File: config.mk
export PLATFORM = sky130hd
export DESIGN_NAME = mesh_link_buffer
export DESIGN_NICKNAME = d
export VERILOG_FILES = /design/src/rtl/mesh_pkg.sv /design/src/rtl/mesh_flit_fifo.sv /design/src/rtl/mesh_link_buffer.sv
export SDC_FILE = /design/constraint.sdc
export NUM_CORES = 1
export LEC_CHECK = 0
export ABC_AREA = 1
export BUFFER_PORTS_ARGS = -buffer_cell sky130_fd_sc_hd__buf_2
export CAP_MARGIN = 10
export CORE_ASPECT_RATIO = 0.9
export CORE_MARGIN = 2
export CORE_UTILIZATION = 51
export DETAILED_ROUTE_END_ITERATION = 10
export PLACE_DENSITY = 0.76
export SYNTH_ARGS = -nofsm -noshare
export SYNTH_HDL_FRONTEND = slang
export SYNTH_SLANG_ARGS = --single-unit
File: constraint.sdc
create_clock -name clk -period 2.3 [get_ports clk]
set_input_delay 0.115 -clock clk [delete_from_list [all_inputs] [get_ports clk]]
set_output_delay 0.115 -clock clk [all_outputs]
set_load 0.05 [all_outputs]
File: src/rtl/mesh_pkg.sv
// Shared mesh definitions: flit geometry, flit type and tile ID width.
package mesh_pkg;

  localparam int unsigned FLIT_W         = 34;
  localparam int unsigned FLIT_VALID_BIT = 33;
  localparam int unsigned TILE_ID_W      = 2;

  typedef logic [FLIT_W-1:0] flit_t;

endpackage

File: src/rtl/mesh_flit_fifo.sv
// Circular flit store: memory array, wrapping read/write pointers and occupancy count.
// The caller guarantees i_push only when not full and i_pop only when not empty.
module mesh_flit_fifo #(
  parameter int unsigned DEPTH = 4,
  parameter int unsigned WIDTH = 33
) (
  input  logic                     clk,
  input  logic                     rst_n,
  input  logic                     i_push,
  input  logic                     i_pop,
  input  logic [WIDTH-1:0]         i_data,
  output logic [WIDTH-1:0]         o_head,
  output logic [$clog2(DEPTH):0]   o_count
);

  localparam int unsigned AW = $clog2(DEPTH);

  logic [AW-1:0]    r_wr_ptr;
  logic [AW-1:0]    r_rd_ptr;
  logic [AW:0]      r_count;
  logic [WIDTH-1:0] r_mem [DEPTH];

  // Pointer and occupancy update; pointers wrap naturally since DEPTH is a power of two.
  always_ff @(posedge clk or negedge rst_n) begin
    if (!rst_n) begin
      r_wr_ptr <= '0;
      r_rd_ptr <= '0;
      r_count  <= '0;
    end else begin
      if (i_push) r_wr_ptr <= r_wr_ptr + 1'b1;
      if (i_pop)  r_rd_ptr <= r_rd_ptr + 1'b1;
      case ({i_push, i_pop})
        2'b10:   r_count <= r_count + 1'b1;
        2'b01:   r_count <= r_count - 1'b1;
        default: r_count <= r_count;
      endcase
    end
  end

  // Storage write; contents need no reset because the head is masked while empty.
  always_ff @(posedge clk) begin
    if (i_push) r_mem[r_wr_ptr] <= i_data;
  end

  assign o_head  = r_mem[r_rd_ptr];
  assign o_count = r_count;

endmodule

File: src/rtl/mesh_link_buffer.sv
// Elastic flit buffer on an inter-tile mesh link with ready back-pressure.
// Optional statistics counters (drop/pass) are enabled by defining MESH_LINK_STATS_EN.
module mesh_link_buffer #(
  parameter int unsigned DEPTH  = 4,
  parameter int unsigned FLIT_W = mesh_pkg::FLIT_W
) (
  input  logic              clk,
  input  logic              rst_n,
  input  logic [FLIT_W-1:0] in_flit,
  output logic              in_ready,
  output logic [FLIT_W-1:0] out_flit,
  input  logic              out_ready,
  output logic [15:0]       drop_cnt,
  output logic [15:0]       pass_cnt
);

  import mesh_pkg::*;

  localparam int unsigned AW       = $clog2(DEPTH);
  localparam logic [AW:0] FULL_CNT = (AW+1)'(DEPTH);

  logic              w_in_valid;
  logic              w_push;
  logic              w_pop;
  logic              w_not_empty;
  logic [FLIT_W-2:0] w_head;
  logic [AW:0]       w_count;

  // Only the payload is stored: the valid bit of a buffered flit is always 1.
  assign w_in_valid  = in_flit[FLIT_W-1];
  assign w_not_empty = (w_count != '0);
  assign in_ready    = (w_count != FULL_CNT);
  assign w_push      = w_in_valid && in_ready;
  assign w_pop       = w_not_empty && out_ready;

  mesh_flit_fifo #(
    .DEPTH (DEPTH),
    .WIDTH (FLIT_W-1)
  ) u_fifo (
    .clk     (clk),
    .rst_n   (rst_n),
    .i_push  (w_push),
    .i_pop   (w_pop),
    .i_data  (in_flit[FLIT_W-2:0]),
    .o_head  (w_head),
    .o_count (w_count)
  );

  // Present the head flit with valid forced high, or all zeros when empty.
  always_comb begin
    out_flit = '0;
    if (w_not_empty) out_flit = {1'b1, w_head};
  end

`ifdef MESH_LINK_STATS_EN
  logic        w_drop;
  logic [15:0] r_drop_cnt;
  logic [15:0] r_pass_cnt;

  assign w_drop = w_in_valid && !in_ready;

  // Saturating drop and pass counters.
  always_ff @(posedge clk or negedge rst_n) begin
    if (!rst_n) begin
      r_drop_cnt <= '0;
      r_pass_cnt <= '0;
    end else begin
      if (w_drop && (r_drop_cnt != '1)) r_drop_cnt <= r_drop_cnt + 1'b1;
      if (w_pop  && (r_pass_cnt != '1)) r_pass_cnt <= r_pass_cnt + 1'b1;
    end
  end

  assign drop_cnt = r_drop_cnt;
  assign pass_cnt = r_pass_cnt;
`else
  assign drop_cnt = '0;
  assign pass_cnt = '0;
`endif

endmodule

==> flow_metrics.env, run 1 <==
export IMPL_grt_util_all_layers=0.214
export IMPL_crit_path_max_incr_delay_ns=0.38
export IMPL_fin_nets=771
export IMPL_port_buffers=71
export IMPL_timing_final_crit_share=0.896
export IMPL_floorplan_initialDensity=0.523
export IMPL_worst_path_max_fanout=11
export IMPL_post_route_min_period_ns=2.06
export IMPL_worst_hold_slack_ns=0.0634
export IMPL_netlist_area_um2=6320
export IMPL_fin_util=0.636
export IMPL_clock_skew_ns=0.00535
export IMPL_setup_repair_after_global_routing_missed_its_margin="no"
export IMPL_ctsRootBufferMaster="sky130_fd_sc_hd__clkbuf_16"
export IMPL_cap_violations=0
export IMPL_reg_to_reg_slack_setup_ns=0.42
export IMPL_drt_initial_drc_count=361
export IMPL_tightest_slew_ns=0.510
export IMPL_floorplan_core_area_um2=12100
export IMPL_ir_worst_vdd_mv=1.44
export IMPL_slew_limit_headroom=0.660
export IMPL_worstSetupEndpointType="output pin"
export IMPL_worst_endpoint_arrival_ns=1.95
export IMPL_post_route_drc_count=0
export IMPL_worst_hold_path_type="in2async"
export IMPL_timing_final_setup_violations=0
export IMPL_fillerInstances=900
export IMPL_start_kind="flop"
export IMPL_cts_tree="built"
export IMPL_drt_first_pass_iters=5
export IMPL_required_ns=2.18
export IMPL_globalplace_congestion=0.778
export IMPL_timing_final_hold_violations=0
export IMPL_clock_latency_ns=0.42
export IMPL_area_growth_synth_to_final_pct=21.7
export IMPL_cts_resized_gates=0
export IMPL_reg2regPathDepth=8
export IMPL_crit_chain="inv_2 -> buf_4 -> nand3_1 -> a21oi_1 -> buf_2"
export IMPL_route_final_wire_length_um=13200
export IMPL_place_inst=833
export IMPL_global_route_overflow=0
export IMPL_final_cell_count_no_fill=902
export IMPL_dr_total_vias=4359
export IMPL_postRouteAntennaNets=0
export IMPL_timing_max_transition_violations_final=0
export IMPL_reg2reg_to="u_fifo.o_count[1]"
export IMPL_clock_sink_count=139
export IMPL_total_power_mw=11.3
export IMPL_syn_inst=612
export IMPL_detail_route_vias_per_cell=4.83
export IMPL_ys_types=19
export IMPL_rows=38
export IMPL_outcome="finished clean"
export IMPL_clock_transition_at_the_registers_of_the_reported_paths_ns=0.06
export IMPL_die_area_um2=13300
export IMPL_timing_worst_setup_path_type="reg2out"
export IMPL_critPathSlowestCell="sky130_fd_sc_hd__dfrtp_1"
export IMPL_syn_mean_instance_area_um2=10.3
export IMPL_die_height_um=110
export IMPL_share_of_synthesized_area_occupied_by_flip_flops_and_latches=0.655
export IMPL_antenna_found_initial=1
export IMPL_routedWlPerCell_um=14.6
export IMPL_number_of_global_route_vias_before_repair=4350
export IMPL_maximum_number_of_pins_on_one_net_before_global_route_repair=49
export IMPL_pwr_density_cell_nw_per_um2=1470
export IMPL_synthesis_yosys_warnings=0
export IMPL_pin_count=104
export IMPL_grt_pass1_wl_um=21200
export IMPL_worstPathBufferInverterCount=3
export IMPL_final_setup_tns_ns=0
export IMPL_tritoncts_num_buffers=17
export IMPL_maxClockFrequency_ghz=0.485
export IMPL_power_leakage_nw=3.56
export IMPL_die_width_um=121
export IMPL_drive_above_1_share=0.167
export IMPL_cell_family_with_most_cp_delay="buffers and inverters"
export IMPL_postSynthRegisterBits=139
export IMPL_clock_tree_buf_depth=2
export IMPL_r2r_start="u_fifo.o_count[0]"
export IMPL_clock_tree_htree_level_count=4
export IMPL_place_hpwl_um=7670
report_power, final:
| group | internal, mW | leakage, nW | switching [mW] |
|---|---|---|---|
| clock | 1.57 | 0.264 | 0.984 |
| combinational | 1.25 | 2.00 | 4.04 |
| sequential | 3.34 | 1.29 | 0.140 |
| total | 6.17 | 3.56 | 5.16 |
registers in the layout, summed over array words and instances, names as in the netlist:
name / cells
u_fifo.r_mem: 132
u_fifo.r_wr_ptr: 2
u_fifo.r_rd_ptr: 2
u_fifo.o_count: 3
worst max path at each step:
stage / startpoint / endpoint / slack [ns] / depth (start not counted)
2_1_floorplan: u_fifo.o_count[1] / u_fifo.r_mem[0][0] / -0.23 / 4
3_3_place_gp: u_fifo.o_count[0] / u_fifo.o_count[2] / 0.60 / 10
3_5_place_dp: u_fifo.o_count[0] / u_fifo.o_count[1] / 0.47 / 8
4_1_cts: u_fifo.r_rd_ptr[1] / out_flit[28] / 0.25 / 5
5_1_grt: u_fifo.r_rd_ptr[1] / out_flit[28] / 0.13 / 5
6_report: u_fifo.r_rd_ptr[1] / out_flit[28] / 0.24 / 5
synth_stat cells (all sizes together):
| master | count | area [µm²] |
|---|---|---|
| inv | 148 | 556 |
| nand2 | 146 | 548 |
| edfxtp | 132 | 3960 |
| nand3 | 72 | 365 |
| buf | 55 | 397 |
| a21oi | 33 | 165 |
| dfrtp | 7 | 175 |
| ha | 5 | 62.6 |
| nor2 | 4 | 15.0 |
| clkbuf | 3 | 11.3 |
| o21ai | 2 | 10.0 |
| xnor2 | 2 | 17.5 |
| conb | 1 | 3.75 |
| fa | 1 | 20.0 |
| nand4 | 1 | 6.26 |
cell type report:
class / instances / area, µm² / share of cell area
antenna: 1 / 2.50 / 0.000326
clock buffer: 18 / 429 / 0.0558
clock inverter: 14 / 130 / 0.0169
inverter: 148 / 556 / 0.0723
multi-input combinational: 298 / 1360 / 0.177
sequential: 139 / 4140 / 0.539
tap: 160 / 200 / 0.0260
timing repair buffer: 124 / 868 / 0.113
kinds of logic (layout without fill, tap and decap cells):
group	Yosys count	in the layout	synth area share
DFF	139	139	0.655
adders and majority gates	6	6	0.0131
xor gates and xnor gates	2	2	0.00277
other	1	33	0.000594
and+or+nand+nor	223	223	0.148
AOI/OAI and AO/OA	35	35	0.0277
buffers and inverters	206	304	0.153
through the flow:
stage | setup slack, ns | instance area (µm²)
2_1_floorplan | -0.230 | 6440
3_3_place_gp | 0.595 | 6760
3_5_place_dp | 0.466 | 6760
4_1_cts | 0.247 | 7680
5_1_grt | 0.135 | 7680
6_report | 0.238 | 7690
repair_timing:
action / 4_1_cts / 5_1_grt
endpoints found under the hold margin: 142 / 0
setup buffers: 0 / 0
hold buffers: 36 / 0
metal layers:
metal | track usage | share of wire | vias up
met4 | 0.0698 | 0.014 | 0
met5 | 0 | 0 | -
met1 | 0.256 | 0.41 | 2055
li1 | - | - | 2099
met3 | 0.0731 | 0.071 | 20
met2 | 0.367 | 0.51 | 185
layout by cell type (no fill, tap or decap), types with 3 or more instances in the layout:
cell	netlist	layout
sky130_fd_sc_hd__a21oi_1	33	33
sky130_fd_sc_hd__buf_2	14	71
sky130_fd_sc_hd__buf_4	36	15
sky130_fd_sc_hd__clkbuf_16	0	17
sky130_fd_sc_hd__clkinv_1	0	3
sky130_fd_sc_hd__clkinv_2	0	4
sky130_fd_sc_hd__clkinvlp_4	0	4
sky130_fd_sc_hd__conb_1	1	32
sky130_fd_sc_hd__dfrtp_1	7	6
sky130_fd_sc_hd__dlygate4sd3_1	0	36
sky130_fd_sc_hd__edfxtp_1	132	132
sky130_fd_sc_hd__ha_1	5	5
sky130_fd_sc_hd__inv_1	146	146
sky130_fd_sc_hd__nand2_1	146	146
sky130_fd_sc_hd__nand3_1	71	71
sky130_fd_sc_hd__nor2_4	0	4
No activity file was read; power rests on OpenSTA's default activity.
==> inputs of run 2 (changes only) <==
--- a/config.mk
+++ b/config.mk
@@ -14,3 +14,3 @@
 export DETAILED_ROUTE_END_ITERATION = 10
-export PLACE_DENSITY = 0.76
+export PLACE_DENSITY_LB_ADDON = 0.05
 export SYNTH_ARGS = -nofsm -noshare
==> constraint.sdc (replaced) <==
create_clock -name clk -period 2.3 [get_ports clk]
set_input_delay 0 -clock clk [delete_from_list [all_inputs] [get_ports clk]]
set_output_delay 0 -clock clk [all_outputs]
set_load 0.05 [all_outputs]
==> run 2 against run 1 <==
Wire length shrank 5.9%. Final area is 0.13% higher. Cell count up 0.11%. Sequential share of layout area down 0.054 points. Largest power group unchanged. Highest routed layer unchanged.
==> flow_metrics.env, run 2 (same netlist as run 1, synthesis figures left out) <==
export IMPL_drt_initial_drc_count=222
export IMPL_number_of_global_route_vias_before_repair=3952
export IMPL_ctsRootBufferMaster="sky130_fd_sc_hd__clkbuf_16"
export IMPL_timing_critical_path_mode_cell="sky130_fd_sc_hd__buf_4"
export IMPL_largest_register_ffs=132
export IMPL_worstSetupEndpointType="output pin"
export IMPL_critPathSlowestCell="sky130_fd_sc_hd__dfrtp_2"
export IMPL_r2r_start="u_fifo.o_count[1]"
export IMPL_postRouteAntennaNets=0
export IMPL_die_width_um=121
export IMPL_fin_nets=773
export IMPL_drt_first_pass_iters=5
export IMPL_clock_tree_buf_depth=2
export IMPL_antenna_found_initial=0
export IMPL_worst_hold_slack_ns=0.332
export IMPL_hold_end="u_fifo.r_mem[2][0]"
export IMPL_timing_final_hold_violations=0
export IMPL_floorplan_initialDensity=0.523
export IMPL_clock_tree_htree_level_count=4
export IMPL_post_route_min_period_ns=2.07
export IMPL_ant_diodes=0
export IMPL_pin_count=104
export IMPL_setup_repair_after_global_routing_missed_its_margin="no"
export IMPL_ir_worst_vdd_mv=0.887
export IMPL_worst_endpoint_arrival_ns=2.07
export IMPL_die_height_um=110
export IMPL_worstPathBufferInverterCount=4
export IMPL_drive_above_1_share=0.164
export IMPL_routedWlPerCell_um=13.8
export IMPL_pwr_density_cell_nw_per_um2=1470
export IMPL_dr_total_vias=4147
export IMPL_cap_violations=0
export IMPL_die_area_um2=13300
export IMPL_clock_sink_count=139
export IMPL_grt_pass1_wl_um=19700
export IMPL_hold_depth=2
export IMPL_crit_path_max_incr_delay_ns=0.36
export IMPL_worst_path_max_fanout=24
export IMPL_hold_wc_startpoint="in_flit[0]"
export IMPL_cts_tree="built"
export IMPL_grt_util_all_layers=0.202
export IMPL_timing_final_ws_setup_ns=0.228
export IMPL_global_route_overflow=0
export IMPL_reg_to_reg_slack_setup_ns=0.50
export IMPL_detail_route_vias_per_cell=4.59
export IMPL_clock_transition_at_the_registers_of_the_reported_paths_ns=0.05
export IMPL_clock_latency_ns=0.42
export IMPL_cell_family_with_most_cp_delay="buffers and inverters"
export IMPL_outcome="finished clean"
export IMPL_largest_register_by_flop_count="u_fifo.r_mem"
export IMPL_worst_hold_path_type="in2reg"
export IMPL_required_ns=2.30
export IMPL_area_growth_synth_to_final_pct=21.9
export IMPL_post_route_cell_area_um2=7700
export IMPL_post_route_drc_count=0
export IMPL_dpl_worst_slack_ns=0.508
export IMPL_place_hpwl_um=7370
export IMPL_timing_max_transition_violations_final=0
export IMPL_globalplace_congestion=0.762
export IMPL_timing_final_crit_share=0.901
export IMPL_tritoncts_num_buffers=17
export IMPL_reg2regPathDepth=10
export IMPL_start_kind="flop"
export IMPL_maximum_number_of_pins_on_one_net_before_global_route_repair=36
export IMPL_port_buffers=71
export IMPL_timing_worst_setup_path_type="reg2out"
export IMPL_clock_skew_ns=0.00943
export IMPL_power_leakage_nw=3.58
export IMPL_maxClockFrequency_ghz=0.483
export IMPL_crit_chain="buf_4 -> inv_2 -> buf_4 -> nand2_1 -> nand3_1 -> a21oi_1 -> buf_2"
export IMPL_route_final_wire_length_um=12400
export IMPL_reg2reg_to="u_fifo.o_count[2]"
export IMPL_placed_cell_area_um2=6760
export IMPL_timing_final_setup_violations=0
export IMPL_floorplan_core_area_um2=12100
export IMPL_final_cell_mix="146 x sky130_fd_sc_hd__inv_1, 146 x sky130_fd_sc_hd__nand2_1, 132 x sky130_fd_sc_hd__edfxtp_1"
export IMPL_post_cts_setup_buffers=0
export IMPL_rows=38
## run 2: cell count changes in the layout (fill, tap and decap cells not counted), moves of 2 or more
cell / previous run / this run
sky130_fd_sc_hd__clkbuf_1: 1 / 3
sky130_fd_sc_hd__clkinv_1: 3 / 5
sky130_fd_sc_hd__clkinvlp_4: 4 / 0
sky130_fd_sc_hd__buf_4: 15 / 17
## run 2: repair_timing
item                      4_1_cts  5_1_grt
hold buffers                   37        0
hold endpoints to repair      143        0
gates resized for setup         0        0
## run 2: where the power goes
part,leakage (nW),switching (mW),internal [mW],total (mW)
Combinational,2.01,3.98,1.24,5.22
Sequential,1.29,0.129,3.34,3.47
Clock,0.279,0.930,1.67,2.60
## run 2: routing by layer
| metal | track usage | up-vias | wire length (µm) |
|---|---|---|---|
| li1 | - | 2092 | - |
| met1 | 0.263 | 1932 | 5590 |
| met2 | 0.331 | 118 | 6080 |
| met3 | 0.0519 | 5 | 690 |
| met4 | 0.0739 | 0 | 76 |
| met5 | 0 | - | 0 |
## run 2: worst max path at each step
stage                            start                 end  slack (ns)  depth (start not counted)
floorplan            u_fifo.o_count[1]  u_fifo.r_mem[0][0]       -0.23                          4
detailed placement   u_fifo.o_count[0]   u_fifo.o_count[1]        0.51                          8
CTS                 u_fifo.r_rd_ptr[0]        out_flit[32]        0.22                          7
global placement     u_fifo.o_count[0]   u_fifo.o_count[2]        0.59                         10
global route        u_fifo.r_rd_ptr[0]        out_flit[32]        0.09                          7
finish              u_fifo.r_rd_ptr[0]        out_flit[32]        0.23                          7
## run 2: cell type report
| type | instances | area [µm²] |
|---|---|---|
| clock buffer | 20 | 437 |
| inverter | 148 | 556 |
| timing repair buffer | 126 | 873 |
| sequential | 139 | 4140 |
| fill | 965 | 4380 |
| multi-input combinational | 298 | 1360 |
| tap | 160 | 200 |
| clock inverter | 12 | 129 |
## run 2: per-stage QoR
stage / utilization / TNS, ns / std cells / power (mW)
2_1_floorplan: - / -30.37 / 643 / 7.56
3_3_place_gp: 0.560 / 0 / 834 / 8.67
3_5_place_dp: 0.560 / 0 / 834 / 8.73
4_1_cts: 0.637 / 0 / 903 / 11.4
5_1_grt: 0.637 / 0 / 903 / 11.9
6_report: 0.637 / 0 / 903 / 11.3
